--- config.mk ---
export PLATFORM = sky130hd
export DESIGN_NAME = stopwatch_ctrl_flat
export DESIGN_NICKNAME = d
export VERILOG_FILES = /design/src/rtl/stopwatch_pkg.sv /design/src/rtl/stopwatch_ctrl_if.sv /design/src/rtl/stopwatch_ctrl_button_cond.sv /design/src/rtl/stopwatch_ctrl.sv /design/src/flat_wrapper.sv
export SDC_FILE = /design/constraint.sdc
export NUM_CORES = 1
export LEC_CHECK = 0
export BUFFER_PORTS_ARGS = -buffer_cell sky130_fd_sc_hd__clkbuf_2
export CORE_MARGIN = 2
export CORE_UTILIZATION = 36
export CTS_BUF_LIST = sky130_fd_sc_hd__clkbuf_8
export DETAILED_ROUTE_END_ITERATION = 10
export SLEW_MARGIN = 20
export SYNTH_ARGS = -nofsm -noshare
export SYNTH_HDL_FRONTEND = slang
export SYNTH_SLANG_ARGS = --single-unit
--- constraint.sdc ---
create_clock -name clk -period 4.58 [get_ports clk]
set_input_delay 0.458 -clock clk [delete_from_list [all_inputs] [get_ports clk]]
set_output_delay 0.458 -clock clk [all_outputs]
set_load 0.03 [all_outputs]
--- src/rtl/stopwatch_pkg.sv ---
// Shared types and default constants for the stopwatch controller.
package stopwatch_pkg;

  // Operating mode of the controller; values are visible on mode_o.
  typedef enum logic [1:0] {
    MODE_IDLE    = 2'b00,
    MODE_RUNNING = 2'b01,
    MODE_LAP     = 2'b10,
    MODE_CLEAR   = 2'b11
  } ctrl_mode_t;

  localparam int unsigned CLK_HZ    = 100;
  localparam int unsigned TICK_HZ   = 10;
  localparam int unsigned DB_CYCLES = 2;
  localparam int unsigned COUNT_W   = 5;

endpackage

--- src/rtl/stopwatch_ctrl_if.sv ---
// Controller <-> counter datapath bundle.
//   time_i     : live counter value from the datapath
//   count_en_o : one-cycle increment enable
//   clear_o    : synchronous clear
//   mode_o     : current controller mode
//   freeze_o   : display shows the lap snapshot
//   lap_o      : lap snapshot
//   disp_o     : display value (combinational)
interface stopwatch_ctrl_if #(
  parameter int unsigned COUNT_W = stopwatch_pkg::COUNT_W
);
  import stopwatch_pkg::*;

  logic [COUNT_W-1:0] time_i;
  logic               count_en_o;
  logic               clear_o;
  ctrl_mode_t         mode_o;
  logic               freeze_o;
  logic [COUNT_W-1:0] lap_o;
  logic [COUNT_W-1:0] disp_o;

  // Controller side.
  modport master (
    input  time_i,
    output count_en_o, clear_o, mode_o, freeze_o, lap_o, disp_o
  );

  // Counter datapath / display side.
  modport slave (
    output time_i,
    input  count_en_o, clear_o, mode_o, freeze_o, lap_o, disp_o
  );

endinterface

--- src/rtl/stopwatch_ctrl_button_cond.sv ---
// Pushbutton conditioning: 2-flop synchronizer, stability-count debounce,
// and a one-cycle pulse on each accepted rising level.
//   clk, nRst_i : clock, synchronous active-low reset
//   btn_i       : raw asynchronous pushbutton
//   press_o     : registered one-cycle press pulse
module button_cond #(
  parameter int unsigned DB_CYCLES = stopwatch_pkg::DB_CYCLES
) (
  input  logic clk,
  input  logic nRst_i,
  input  logic btn_i,
  output logic press_o
);

  localparam int unsigned CNT_W = (DB_CYCLES < 2) ? 1 : $clog2(DB_CYCLES + 1);

  logic             sync1_q, sync2_q;
  logic [CNT_W-1:0] cnt_q, cnt_d;
  logic             level_q, level_d;
  logic             press_q, press_d;

  // Count consecutive synchronized samples that disagree with the level;
  // any agreeing sample restarts the count.
  always_comb begin
    cnt_d   = cnt_q;
    level_d = level_q;
    press_d = 1'b0;
    if (sync2_q != level_q) begin
      if (cnt_q == CNT_W'(DB_CYCLES - 1)) begin
        level_d = sync2_q;
        cnt_d   = '0;
        press_d = sync2_q;
      end else begin
        cnt_d = cnt_q + CNT_W'(1);
      end
    end else begin
      cnt_d = '0;
    end
  end

  always_ff @(posedge clk) begin
    if (!nRst_i) begin
      sync1_q <= 1'b0;
      sync2_q <= 1'b0;
      cnt_q   <= '0;
      level_q <= 1'b0;
      press_q <= 1'b0;
    end else begin
      sync1_q <= btn_i;
      sync2_q <= sync1_q;
      cnt_q   <= cnt_d;
      level_q <= level_d;
      press_q <= press_d;
    end
  end

  assign press_o = press_q;

endmodule

--- src/rtl/stopwatch_ctrl.sv ---
// Stopwatch control: button conditioning, mode FSM, lap snapshot and the
// tick prescaler that paces the external counter.
//   clk          : system clock
//   nRst_i       : synchronous active-low reset
//   start_stop_i : raw start/stop pushbutton
//   lap_clear_i  : raw lap/clear pushbutton
//   dp           : datapath bundle (time in; enable, clear, mode, lap, display out)
module stopwatch_ctrl #(
  parameter int unsigned CLK_HZ    = stopwatch_pkg::CLK_HZ,
  parameter int unsigned TICK_HZ   = stopwatch_pkg::TICK_HZ,
  parameter int unsigned DB_CYCLES = stopwatch_pkg::DB_CYCLES,
  parameter int unsigned COUNT_W   = stopwatch_pkg::COUNT_W
) (
  input  logic                    clk,
  input  logic                    nRst_i,
  input  logic                    start_stop_i,
  input  logic                    lap_clear_i,
  stopwatch_ctrl_if.master        dp
);
  import stopwatch_pkg::*;

  // PRESCALE must be an integer >= 2.
  localparam int unsigned PRESCALE = CLK_HZ / TICK_HZ;
  localparam int unsigned PRESC_W  = $clog2(PRESCALE);
  localparam logic [PRESC_W-1:0] PRESC_MAX = PRESC_W'(PRESCALE - 1);

  logic ss_pulse, lc_pulse;

  ctrl_mode_t         mode_q, mode_d;
  logic [PRESC_W-1:0] presc_q, presc_d;
  logic               count_en_q, count_en_d;
  logic               clear_q, clear_d;
  logic               freeze_q, freeze_d;
  logic [COUNT_W-1:0] lap_q, lap_d;
  logic               run_q, run_d;

  button_cond #(.DB_CYCLES(DB_CYCLES)) u_ss_cond (
    .clk    (clk),
    .nRst_i (nRst_i),
    .btn_i  (start_stop_i),
    .press_o(ss_pulse)
  );

  button_cond #(.DB_CYCLES(DB_CYCLES)) u_lc_cond (
    .clk    (clk),
    .nRst_i (nRst_i),
    .btn_i  (lap_clear_i),
    .press_o(lc_pulse)
  );

  // Mode state register.
  always_ff @(posedge clk) begin
    if (!nRst_i) begin
      mode_q <= MODE_IDLE;
    end else begin
      mode_q <= mode_d;
    end
  end

  // Next-state logic; start/stop has priority over lap/clear.
  always_comb begin
    mode_d = mode_q;
    unique case (mode_q)
      MODE_IDLE: begin
        if (ss_pulse)      mode_d = MODE_RUNNING;
        else if (lc_pulse) mode_d = MODE_CLEAR;
      end
      MODE_RUNNING: begin
        if (ss_pulse)      mode_d = MODE_IDLE;
        else if (lc_pulse) mode_d = MODE_LAP;
      end
      MODE_LAP: begin
        if (ss_pulse)      mode_d = MODE_IDLE;
        else if (lc_pulse) mode_d = MODE_RUNNING;
      end
      MODE_CLEAR: mode_d = MODE_IDLE;
      default:    mode_d = MODE_IDLE;
    endcase
  end

  // Output/next-value logic, computed from the next mode so every output
  // register changes on the same edge as mode_q.
  always_comb begin
    run_q      = (mode_q == MODE_RUNNING) || (mode_q == MODE_LAP);
    run_d      = (mode_d == MODE_RUNNING) || (mode_d == MODE_LAP);
    presc_d    = '0;
    lap_d      = lap_q;
    clear_d    = (mode_d == MODE_CLEAR);
    freeze_d   = (mode_d == MODE_LAP);
    // Entering RUNNING from IDLE restarts the period; LAP<->RUNNING keeps it.
    if (run_q && run_d) begin
      presc_d = (presc_q == PRESC_MAX) ? '0 : presc_q + PRESC_W'(1);
    end
    count_en_d = run_d && (presc_d == PRESC_MAX);
    if (mode_d == MODE_CLEAR) begin
      lap_d = '0;
    end else if ((mode_q == MODE_RUNNING) && (mode_d == MODE_LAP)) begin
      lap_d = dp.time_i;
    end
  end

  // Prescaler and registered outputs.
  always_ff @(posedge clk) begin
    if (!nRst_i) begin
      presc_q    <= '0;
      count_en_q <= 1'b0;
      clear_q    <= 1'b0;
      freeze_q   <= 1'b0;
      lap_q      <= '0;
    end else begin
      presc_q    <= presc_d;
      count_en_q <= count_en_d;
      clear_q    <= clear_d;
      freeze_q   <= freeze_d;
      lap_q      <= lap_d;
    end
  end

  assign dp.count_en_o = count_en_q;
  assign dp.clear_o    = clear_q;
  assign dp.mode_o     = mode_q;
  assign dp.freeze_o   = freeze_q;
  assign dp.lap_o      = lap_q;
  // Display mux is combinational so the live value is never a cycle stale.
  assign dp.disp_o     = freeze_q ? lap_q : dp.time_i;

endmodule

--- src/flat_wrapper.sv ---
// flat-port wrapper written by rule: the top's interface ports become plain ports
module stopwatch_ctrl_flat import stopwatch_pkg::*;
#(
  parameter int unsigned CLK_HZ    = stopwatch_pkg::CLK_HZ,
  parameter int unsigned TICK_HZ   = stopwatch_pkg::TICK_HZ,
  parameter int unsigned DB_CYCLES = stopwatch_pkg::DB_CYCLES,
  parameter int unsigned COUNT_W   = stopwatch_pkg::COUNT_W
)
  (clk, nRst_i, start_stop_i, lap_clear_i, dp_time_i, dp_count_en_o, dp_clear_o, dp_mode_o, dp_freeze_o, dp_lap_o, dp_disp_o);
  stopwatch_ctrl_if #(.COUNT_W(COUNT_W)) dp_i ();
  input  logic clk;
  input  logic nRst_i;
  input  logic start_stop_i;
  input  logic lap_clear_i;
  input wire logic [$bits(dp_i.time_i)-1:0] dp_time_i;
  output wire logic [$bits(dp_i.count_en_o)-1:0] dp_count_en_o;
  output wire logic [$bits(dp_i.clear_o)-1:0] dp_clear_o;
  output wire logic [$bits(dp_i.mode_o)-1:0] dp_mode_o;
  output wire logic [$bits(dp_i.freeze_o)-1:0] dp_freeze_o;
  output wire logic [$bits(dp_i.lap_o)-1:0] dp_lap_o;
  output wire logic [$bits(dp_i.disp_o)-1:0] dp_disp_o;
  assign dp_i.time_i = dp_time_i;
  assign dp_count_en_o = dp_i.count_en_o;
  assign dp_clear_o = dp_i.clear_o;
  assign dp_mode_o = dp_i.mode_o;
  assign dp_freeze_o = dp_i.freeze_o;
  assign dp_lap_o = dp_i.lap_o;
  assign dp_disp_o = dp_i.disp_o;
  stopwatch_ctrl #(.CLK_HZ(CLK_HZ), .TICK_HZ(TICK_HZ), .DB_CYCLES(DB_CYCLES), .COUNT_W(COUNT_W)) u_core (.clk(clk), .nRst_i(nRst_i), .start_stop_i(start_stop_i), .lap_clear_i(lap_clear_i), .dp(dp_i));
endmodule
==> results.json, run 1 <==
{
  "area_delta_synth_final_pct": 19.3,
  "drtPass1Iterations": 4,
  "drtIter0Drc": 11,
  "finalHoldViolations": 0,
  "synth_area_leader_cell": "dfxtp_1",
  "place_area_um2": 1240,
  "fin_crit_ns": 2.11,
  "ys_warn_count": 0,
  "synth_commonest_cells": "dfxtp_1, nor2_1, ha_1",
  "dp_hpwl_mm": 1.44,
  "critPathRequiredTime_ns": 4.76,
  "status": "completed",
  "vias": 799,
  "async_flop_share": 0,
  "finalMaxSlewViolations": 0,
  "clockBufferDepth": 2,
  "ys.flop_type": "dfxtp_1",
  "drive_gt1_frac": 0.271,
  "worstPathMaxFanout": 8,
  "path_delay_family": "simple AND/OR/NAND/NOR gates",
  "ant_nets": 0,
  "htreeDepth": 1,
  "syn_area_um2": 1100,
  "power.density_nw_per_um2": 334,
  "synth_top_area_share": 0.473,
  "cts_setup_buffers": 0,
  "stdcell_area_um2": 1310,
  "cts_root_buffer": "clkbuf_8",
  "clkTransAtPathRegs_ns": 0.09,
  "ctsResizeCount": 0,
  "clock-skew-final_ns": 0.00688,
  "place_inst": 162,
  "cpPeakStageDelay_ns": 0.37,
  "p_leak_nw": 0.572,
  "clock_sinks": 26,
  "crit_path_frequent_cell": "ha_1",
  "layout.nets": 152,
  "worstPathCellList": "inv_1, ha_1, and2b_1, o21bai_1, a21bo_2, ha_1, nand4b_2, nor4_2",
  "start_util": 0.370,
  "numCtsBuffers": 3,
  "max_freq_ghz": 0.475,
  "antenna_found_initial": 0,
  "fp-row-count": 20,
  "maxCapViolations": 0,
  "hold_buffers": 0,
  "finalNonFillerCells": 166,
  "syn_inst": 108,
  "worstSetupStartpointType": "flop",
  "avgSynthCellArea_um2": 10.2,
  "pin_count": 24,
  "max-vdd-ir-drop_mv": 0.129,
  "grt.overflow.total": 0,
  "drc_errors": 0,
  "grt_pass1_wl_mm": 3.25,
  "ys_ff_latch": 26,
  "fp.dieH_um": 59.3,
  "finalCritPeriodShare": 0.460,
  "pre_cts_slack_ns": 2.50,
  "setup_tns_ns": 0,
  "path_class": "flop to flop",
  "vias_per_cell": 4.81,
  "setup_viol": 0,
  "fin_ws_ns": 2.47,
  "cp_num_buf_inv": 1,
  "gp_congestion": 0.736,
  "fp.dieArea_um2": 3520,
  "wl_per_cell_um": 11.0,
  "slew_headroom": 0.809,
  "syn-num-nets": 126,
  "grt_max_degree": 17,
  "grt_pass1_vias": 806,
  "insertion_delay_ns": 0.27,
  "wirelength_mm": 1.82,
  "ys_types": 26,
  "cts_tree": "yes",
  "port_buffers": 23,
  "groute.usage.overall": 0.122,
  "synthTopCellsByArea": "dfxtp_1, ha_1, mux2_2, and2_1, nor2_1",
  "ys_seq_area_frac": 0.473,
  "diodes": 0,
  "end_kind": "flop",
  "cp_slowest_cell": "dfxtp_1",
  "die_width_um": 59.3,
  "worstPathArrival_ns": 2.29,
  "core_area_um2": 2980,
  "tightestPinTransition_ns": 0.287,
  "synth_edf_count": 0,
  "synth_most_common_cell": "dfxtp_1",
  "hold_path_class": "input pin to flop",
  "grt_setup_unrepaired": "no"
}
## metrics by stage
stage / power [W] / util / hold WS, ns
2_1_floorplan: 0.000250 / - / 0.398
3_3_place_gp: 0.000257 / 0.417 / 0.406
3_5_place_dp: 0.000258 / 0.417 / 0.413
4_1_cts: 0.000446 / 0.441 / 0.387
5_1_grt: 0.000455 / 0.441 / 0.395
6_report: 0.000438 / 0.441 / 0.390
## area by class of cell
class	instances	area, um^2
clock buffer	3	41.3
clock inverter	1	30.0
fill	296	1660
inverter	6	22.5
multi-input combinational	74	543
sequential	26	520
tap	33	41.3
timing repair buffer	23	115
## metal layers
layer / GRT usage / share of wire / vias to the layer above
li1: - / - / 411
met1: 0.125 / 0.44 / 365
met2: 0.229 / 0.49 / 19
met3: 0.0284 / 0.050 / 4
met4: 0.0584 / 0.016 / 0
met5: 0 / 0 / -
## cells by family after synthesis
group                      Yosys count  synth area share
muxes                                7            0.0693
adders and majority gates            9             0.102
AOI/OAI and AO/OA                   10            0.0614
and+or+nand+nor                     44             0.228
buffers and inverters                8            0.0341
xor gates and xnor gates             4            0.0318
DFF                                 26             0.473
## final timing paths
| kind | slack [ns] | end | cells past startpoint | from |
|---|---|---|---|---|
| worst min register to register | 0.43 | u_core.u_lc_cond.cnt_q[0] | 1 | u_core.u_lc_cond.cnt_q[0] |
| worst max-delay path | 2.47 | u_core.dp.count_en_o | 8 | u_core.dp.mode_o[1] |
| worst max register to register | 2.47 | u_core.dp.count_en_o | 8 | u_core.dp.mode_o[1] |
| worst min-delay path | 0.39 | u_core.u_lc_cond.sync1_q | 2 | lap_clear_i |
## sequential cells by signal (all words and copies together) (netlist names)
register                  count
u_core.presc_q                4
u_core.u_ss_cond.sync2_q      1
u_core.u_ss_cond.level_q      1
u_core.dp.clear_o             1
u_core.u_lc_cond.level_q      1
u_core.dp.lap_o               5
u_core.u_lc_cond.cnt_q        2
u_core.u_ss_cond.press_o      1
u_core.dp.freeze_o            1
u_core.u_ss_cond.cnt_q        2
u_core.u_ss_cond.sync1_q      1
u_core.dp.mode_o              2
u_core.u_lc_cond.press_o      1
u_core.u_lc_cond.sync2_q      1
u_core.u_lc_cond.sync1_q      1
u_core.dp.count_en_o          1
## power by group
part	total [W]	switching (W)	internal, W
registers	0.000230	0.00000135	0.000228
clock network	0.000186	0.0000691	0.000117
logic	0.0000226	0.0000131	0.00000942
## layout by cell type (no fill, tap or decap), drive strengths merged
master	Yosys	layout
o21bai	1	1
nor4	1	1
mux2i	2	2
xor2	3	3
or3	1	1
mux2	5	5
a21oi	6	6
dfxtp	26	26
and4b	2	2
bufinv	0	1
xnor2	1	1
clkbuf	1	26
a211oi	1	1
nand2	7	7
nand3	7	7
nor2b	2	2
a21bo	1	1
and2	7	7
ha	9	9
a21boi	1	1
nand4b	1	1
nor2	10	10
and2b	1	1
nand3b	3	3
nand2b	2	2
inv	6	6
Power figures use the tool's default switching activity.
==> run 2: changes to the inputs <==
- clock period: 4.58 -> 1.9 ns (I/O delays scaled with it)
==> run 2 against run 1 <==
Net effect:
- hold slack worse by 0.27 ns
- combinational power rose to 2.5 times the previous value
- routed wire length up 8.1%
- critical path depth unchanged
- global-route usage down 0.073 points
- first-iteration DRC count up 36%
- non-clock buffer count up 4
- cell count up 2.4%
- sequential share of layout area down 2.0 points
- largest power group unchanged
- power up 140%
- core utilization up 3.0 points
- highest routed layer unchanged
- via count up 3.3%
==> results.json, run 2 (synthesis gave the netlist of run 1 again) <==
{
  "slew_headroom": 0.770,
  "critPathRequiredTime_ns": 2.09,
  "worstSetupStartpointType": "flop",
  "cp_slowest_cell": "dfxtp_4",
  "stdcell_area_um2": 1400,
  "vias_per_cell": 4.85,
  "fp.dieH_um": 59.3,
  "insertion_delay_ns": 0.27,
  "numCtsBuffers": 3,
  "drtIter0Drc": 15,
  "antenna_found_initial": 0,
  "worst-path-stages": 8,
  "place_area_um2": 1280,
  "grt_max_degree": 17,
  "maxCapViolations": 0,
  "die_width_um": 59.3,
  "gp_congestion": 0.725,
  "grt_setup_unrepaired": "yes",
  "clockBufferDepth": 2,
  "start_util": 0.370,
  "status": "completed",
  "area_delta_synth_final_pct": 27.4,
  "clock-skew-final_ns": 0.00585,
  "groute.usage.overall": 0.121,
  "setup_viol": 0,
  "worstPathCellList": "inv_4, ha_4, buf_6, nor2_1, a211oi_2, ha_4, nand4b_4, nor4_4",
  "drive_gt1_frac": 0.336,
  "clock_sinks": 26,
  "cpPeakStageDelay_ns": 0.36,
  "final_cell_mix": "dfxtp_1, clkbuf_2, nor2_1",
  "holdPathStages": 2,
  "grt_pass1_wl_mm": 3.17,
  "fp-row-count": 20,
  "crit_path_frequent_cell": "ha_4",
  "layout.nets": 156,
  "cp_num_buf_inv": 2,
  "drc_errors": 0,
  "max-vdd-ir-drop_mv": 0.401,
  "path_delay_family": "simple AND/OR/NAND/NOR gates",
  "dp_hpwl_mm": 1.49,
  "power.density_nw_per_um2": 758,
  "end_kind": "flop",
  "wl_per_cell_um": 11.6,
  "hold_path_class": "input pin to flop",
  "worstPathMaxFanout": 7,
  "rr_worst_depth": 8,
  "final_common_cell": "dfxtp_1",
  "ant_nets": 0,
  "core_area_um2": 2980,
  "fp.dieArea_um2": 3520,
  "port_buffers": 23,
  "cts_tree": "yes",
  "htreeDepth": 1,
  "fin_crit_ns": 1.87,
  "vias": 825,
  "finalCritPeriodShare": 0.982,
  "finalHoldViolations": 0,
  "largest_reg_flops": 5,
  "grt_pass1_vias": 786,
  "max_freq_ghz": 0.536,
  "worstPathArrival_ns": 2.06,
  "wirelength_mm": 1.97,
  "p_leak_nw": 0.600,
  "finalMaxSlewViolations": 0,
  "total_power_w": 0.00106,
  "cts_root_buffer": "clkbuf_8",
  "drtPass1Iterations": 4,
  "grt.overflow.total": 0,
  "pin_count": 24,
  "path_class": "flop to flop",
  "diodes": 0,
  "clkTransAtPathRegs_ns": 0.09,
  "tightestPinTransition_ns": 0.344
}
## run 2: cell count changes in the layout (fill, tap and decap cells not counted), sizes merged
cell	change
buf	+4
## run 2: where the power goes
part | switching [W] | internal [W] | leakage, nW
registers | 0.00000330 | 0.000548 | 0.212
clock network | 0.000172 | 0.000282 | 0.0357
logic | 0.0000330 | 0.0000245 | 0.352
total | 0.000209 | 0.000854 | 0.600
## run 2: worst paths after layout
check             slack [ns]                       from                         to
setup reg to reg        0.03        u_core.dp.mode_o[1]       u_core.dp.count_en_o
hold / removal          0.12                lap_clear_i   u_core.u_lc_cond.sync1_q
setup / recovery        0.03        u_core.dp.mode_o[1]       u_core.dp.count_en_o
hold reg to reg         0.42  u_core.u_ss_cond.cnt_q[0]  u_core.u_ss_cond.cnt_q[0]
## run 2: area by class of cell
class                      count  area (um^2)
timing repair buffer          27          149
fill                         283         1580
sequential                    26          528
clock buffer                   3         41.3
multi-input combinational     74          588
clock inverter                 1         30.0
tap                           33         41.3
inverter                       6         25.0
## run 2: stage by stage
step	setup slack (ns)	hold slack, ns	utilization	std cells	TNS (ns)
global route	-0.0466	0.116	0.471	170	-0.0466
CTS	0.0332	0.116	0.453	169	0
floorplan	0.0508	0.317	-	108	0
finish	0.0336	0.123	0.471	170	0
global placement	0.122	0.397	0.429	165	0
detailed placement	0.0741	0.403	0.429	165	0
## run 2: layer usage
| layer | up-vias | wire length (um) | track usage |
|---|---|---|---|
| li1 | 420 | - | - |
| met5 | - | 0 | 0 |
| met2 | 22 | 961 | 0.210 |
| met1 | 379 | 866 | 0.132 |
| met4 | 0 | 44 | 0.0747 |
| met3 | 4 | 91 | 0.0284 |
## run 2: repair_timing
item,CTS,global route
resized for setup,0,8
endpoints found under the setup margin,0,6
endpoints found under the hold margin,0,0
hold buffers,0,0
setup buffers,0,1
==> run 3: changes to the inputs <==
- CORE_UTILIZATION: 36 -> 55
- PLACE_DENSITY: not set -> 0.81
- SKIP_CTS_REPAIR_TIMING: not set -> 1
- clock period: 1.9 -> 2.3 ns (I/O delays scaled with it)
==> run 3 against run 2 <==
Net effect:
- critical path depth unchanged
- clock skew down 0.0044 ns
- hold slack improved by 0.036 ns
- cell count shrank 5.9%
- sequential power down 17%
- core utilization is 21 points higher
- critical endpoint unchanged
- largest power group unchanged
- worst setup slack gained 0.15 ns
- flip-flop and latch count is the same
- sequential share of layout area rose by 2.2 points
- largest cell class unchanged
==> results.json, run 3 (synthesis gave the netlist of run 1 again) <==
{
  "status": "completed",
  "max_freq_ghz": 0.472,
  "hold_path_class": "input pin to flop",
  "path_delay_family": "simple AND/OR/NAND/NOR gates",
  "dp_hpwl_mm": 1.46,
  "finalHoldViolations": 0,
  "clock_sinks": 26,
  "drive_gt1_frac": 0.271,
  "htreeDepth": 1,
  "antenna_found_initial": 0,
  "fin_crit_ns": 2.12,
  "area_delta_synth_final_pct": 18.7,
  "tightestPinTransition_ns": 0.274,
  "setup_tns_ns": 0,
  "worstPathArrival_ns": 2.30,
  "pin_count": 24,
  "cts_tree": "yes",
  "fp.dieArea_um2": 2380,
  "grt_max_degree": 17,
  "clkTransAtPathRegs_ns": 0.08,
  "final_common_cell": "dfxtp_1",
  "holdPathStages": 2,
  "clock-skew-final_ns": 0.00141,
  "largest_reg_flops": 5,
  "pre_cts_slack_ns": 0.100,
  "worstPathMaxFanout": 8,
  "setup_viol": 0,
  "vias_per_cell": 5.03,
  "max-vdd-ir-drop_mv": 0.445,
  "cpPeakStageDelay_ns": 0.38,
  "worstPathCellList": "inv_1, ha_1, and2b_1, o21bai_1, a21bo_2, ha_1, nand4b_4, nor4_4",
  "drtPass1Iterations": 3,
  "numCtsBuffers": 3,
  "slew_headroom": 0.817,
  "fin_ws_ns": 0.181,
  "groute.usage.overall": 0.176,
  "fillers": 145,
  "grt.overflow.total": 0,
  "cts_root_buffer": "clkbuf_8",
  "layout.nets": 152,
  "grt_pass1_vias": 811,
  "port_buffers": 23,
  "grt_pass1_wl_mm": 3.17,
  "fp.dieH_um": 48.7,
  "rr_worst_depth": 8,
  "ant_nets": 0,
  "die_width_um": 48.7,
  "worstSetupStartpointType": "flop",
  "power.density_nw_per_um2": 607,
  "critPathRequiredTime_ns": 2.48,
  "diodes": 0,
  "start_util": 0.573,
  "worst-path-stages": 8,
  "crit_path_frequent_cell": "ha_1",
  "path_class": "flop to flop",
  "grt_setup_unrepaired": "no",
  "finalMaxSlewViolations": 0,
  "cp_slowest_cell": "dfxtp_1",
  "vias": 804,
  "drc_errors": 0,
  "regArea_um2": 520,
  "gp_congestion": 0.745,
  "final_cell_mix": "dfxtp_1, clkbuf_2, nor2_1",
  "multi_input_comb_area_um2": 561,
  "p_leak_nw": 0.567,
  "wirelength_mm": 1.90,
  "core_area_um2": 1920,
  "maxCapViolations": 0,
  "insertion_delay_ns": 0.27,
  "wl_per_cell_um": 11.9,
  "drtIter0Drc": 2,
  "cp_num_buf_inv": 1,
  "clockBufferDepth": 2,
  "fp-row-count": 16,
  "end_kind": "flop",
  "finalCritPeriodShare": 0.921
}
-- run 3: changes by cell type in the layout (fill, tap and decap cells not counted), moves of 2 or more --
cell and change:
buf_4 -3, ha_1 +3, dfxtp_1 +2, ha_4 -2, dfxtp_4 -2
-- run 3: metrics by stage --
step / instances / power [W] / hold slack, ns / utilization / cell area (um^2)
3_5_place_dp: 156 / 0.000514 / 0.415 / 0.643 / 1230
5_1_grt: 160 / 0.000819 / 0.168 / 0.680 / 1310
3_3_place_gp: 156 / 0.000511 / 0.407 / 0.643 / 1230
2_1_floorplan: 108 / 0.000497 / 0.357 / - / 1100
4_1_cts: 160 / 0.000800 / 0.156 / 0.671 / 1290
6_report: 160 / 0.000793 / 0.158 / 0.680 / 1310
-- run 3: routing by layer --
metal	routed length (um)	global-route usage	up-vias
met3	108	0.0617	7
met4	51	0.110	0
met5	0	0	-
met1	843	0.175	364
met2	892	0.311	22
li1	-	-	411
-- run 3: cell type report --
type                       instances  area share
timing repair buffer              23      0.0880
sequential                        26       0.398
clock buffer                       4      0.0421
multi-input combinational         74       0.429
inverter                           6      0.0172
tap                               27      0.0258
-- run 3: final timing paths --
path	startpoint	end	slack, ns
max	u_core.dp.mode_o[1]	u_core.dp.count_en_o	0.18
min	lap_clear_i	u_core.u_lc_cond.sync1_q	0.16
max reg2reg	u_core.dp.mode_o[1]	u_core.dp.count_en_o	0.18
min reg2reg	u_core.u_lc_cond.cnt_q[0]	u_core.u_lc_cond.cnt_q[0]	0.43
-- run 3: where the power goes --
part           switching (W)  leakage, nW  internal [W]
Combinational      0.0000265        0.328     0.0000190
Sequential        0.00000289        0.210      0.000455
Clock               0.000137       0.0288      0.000153
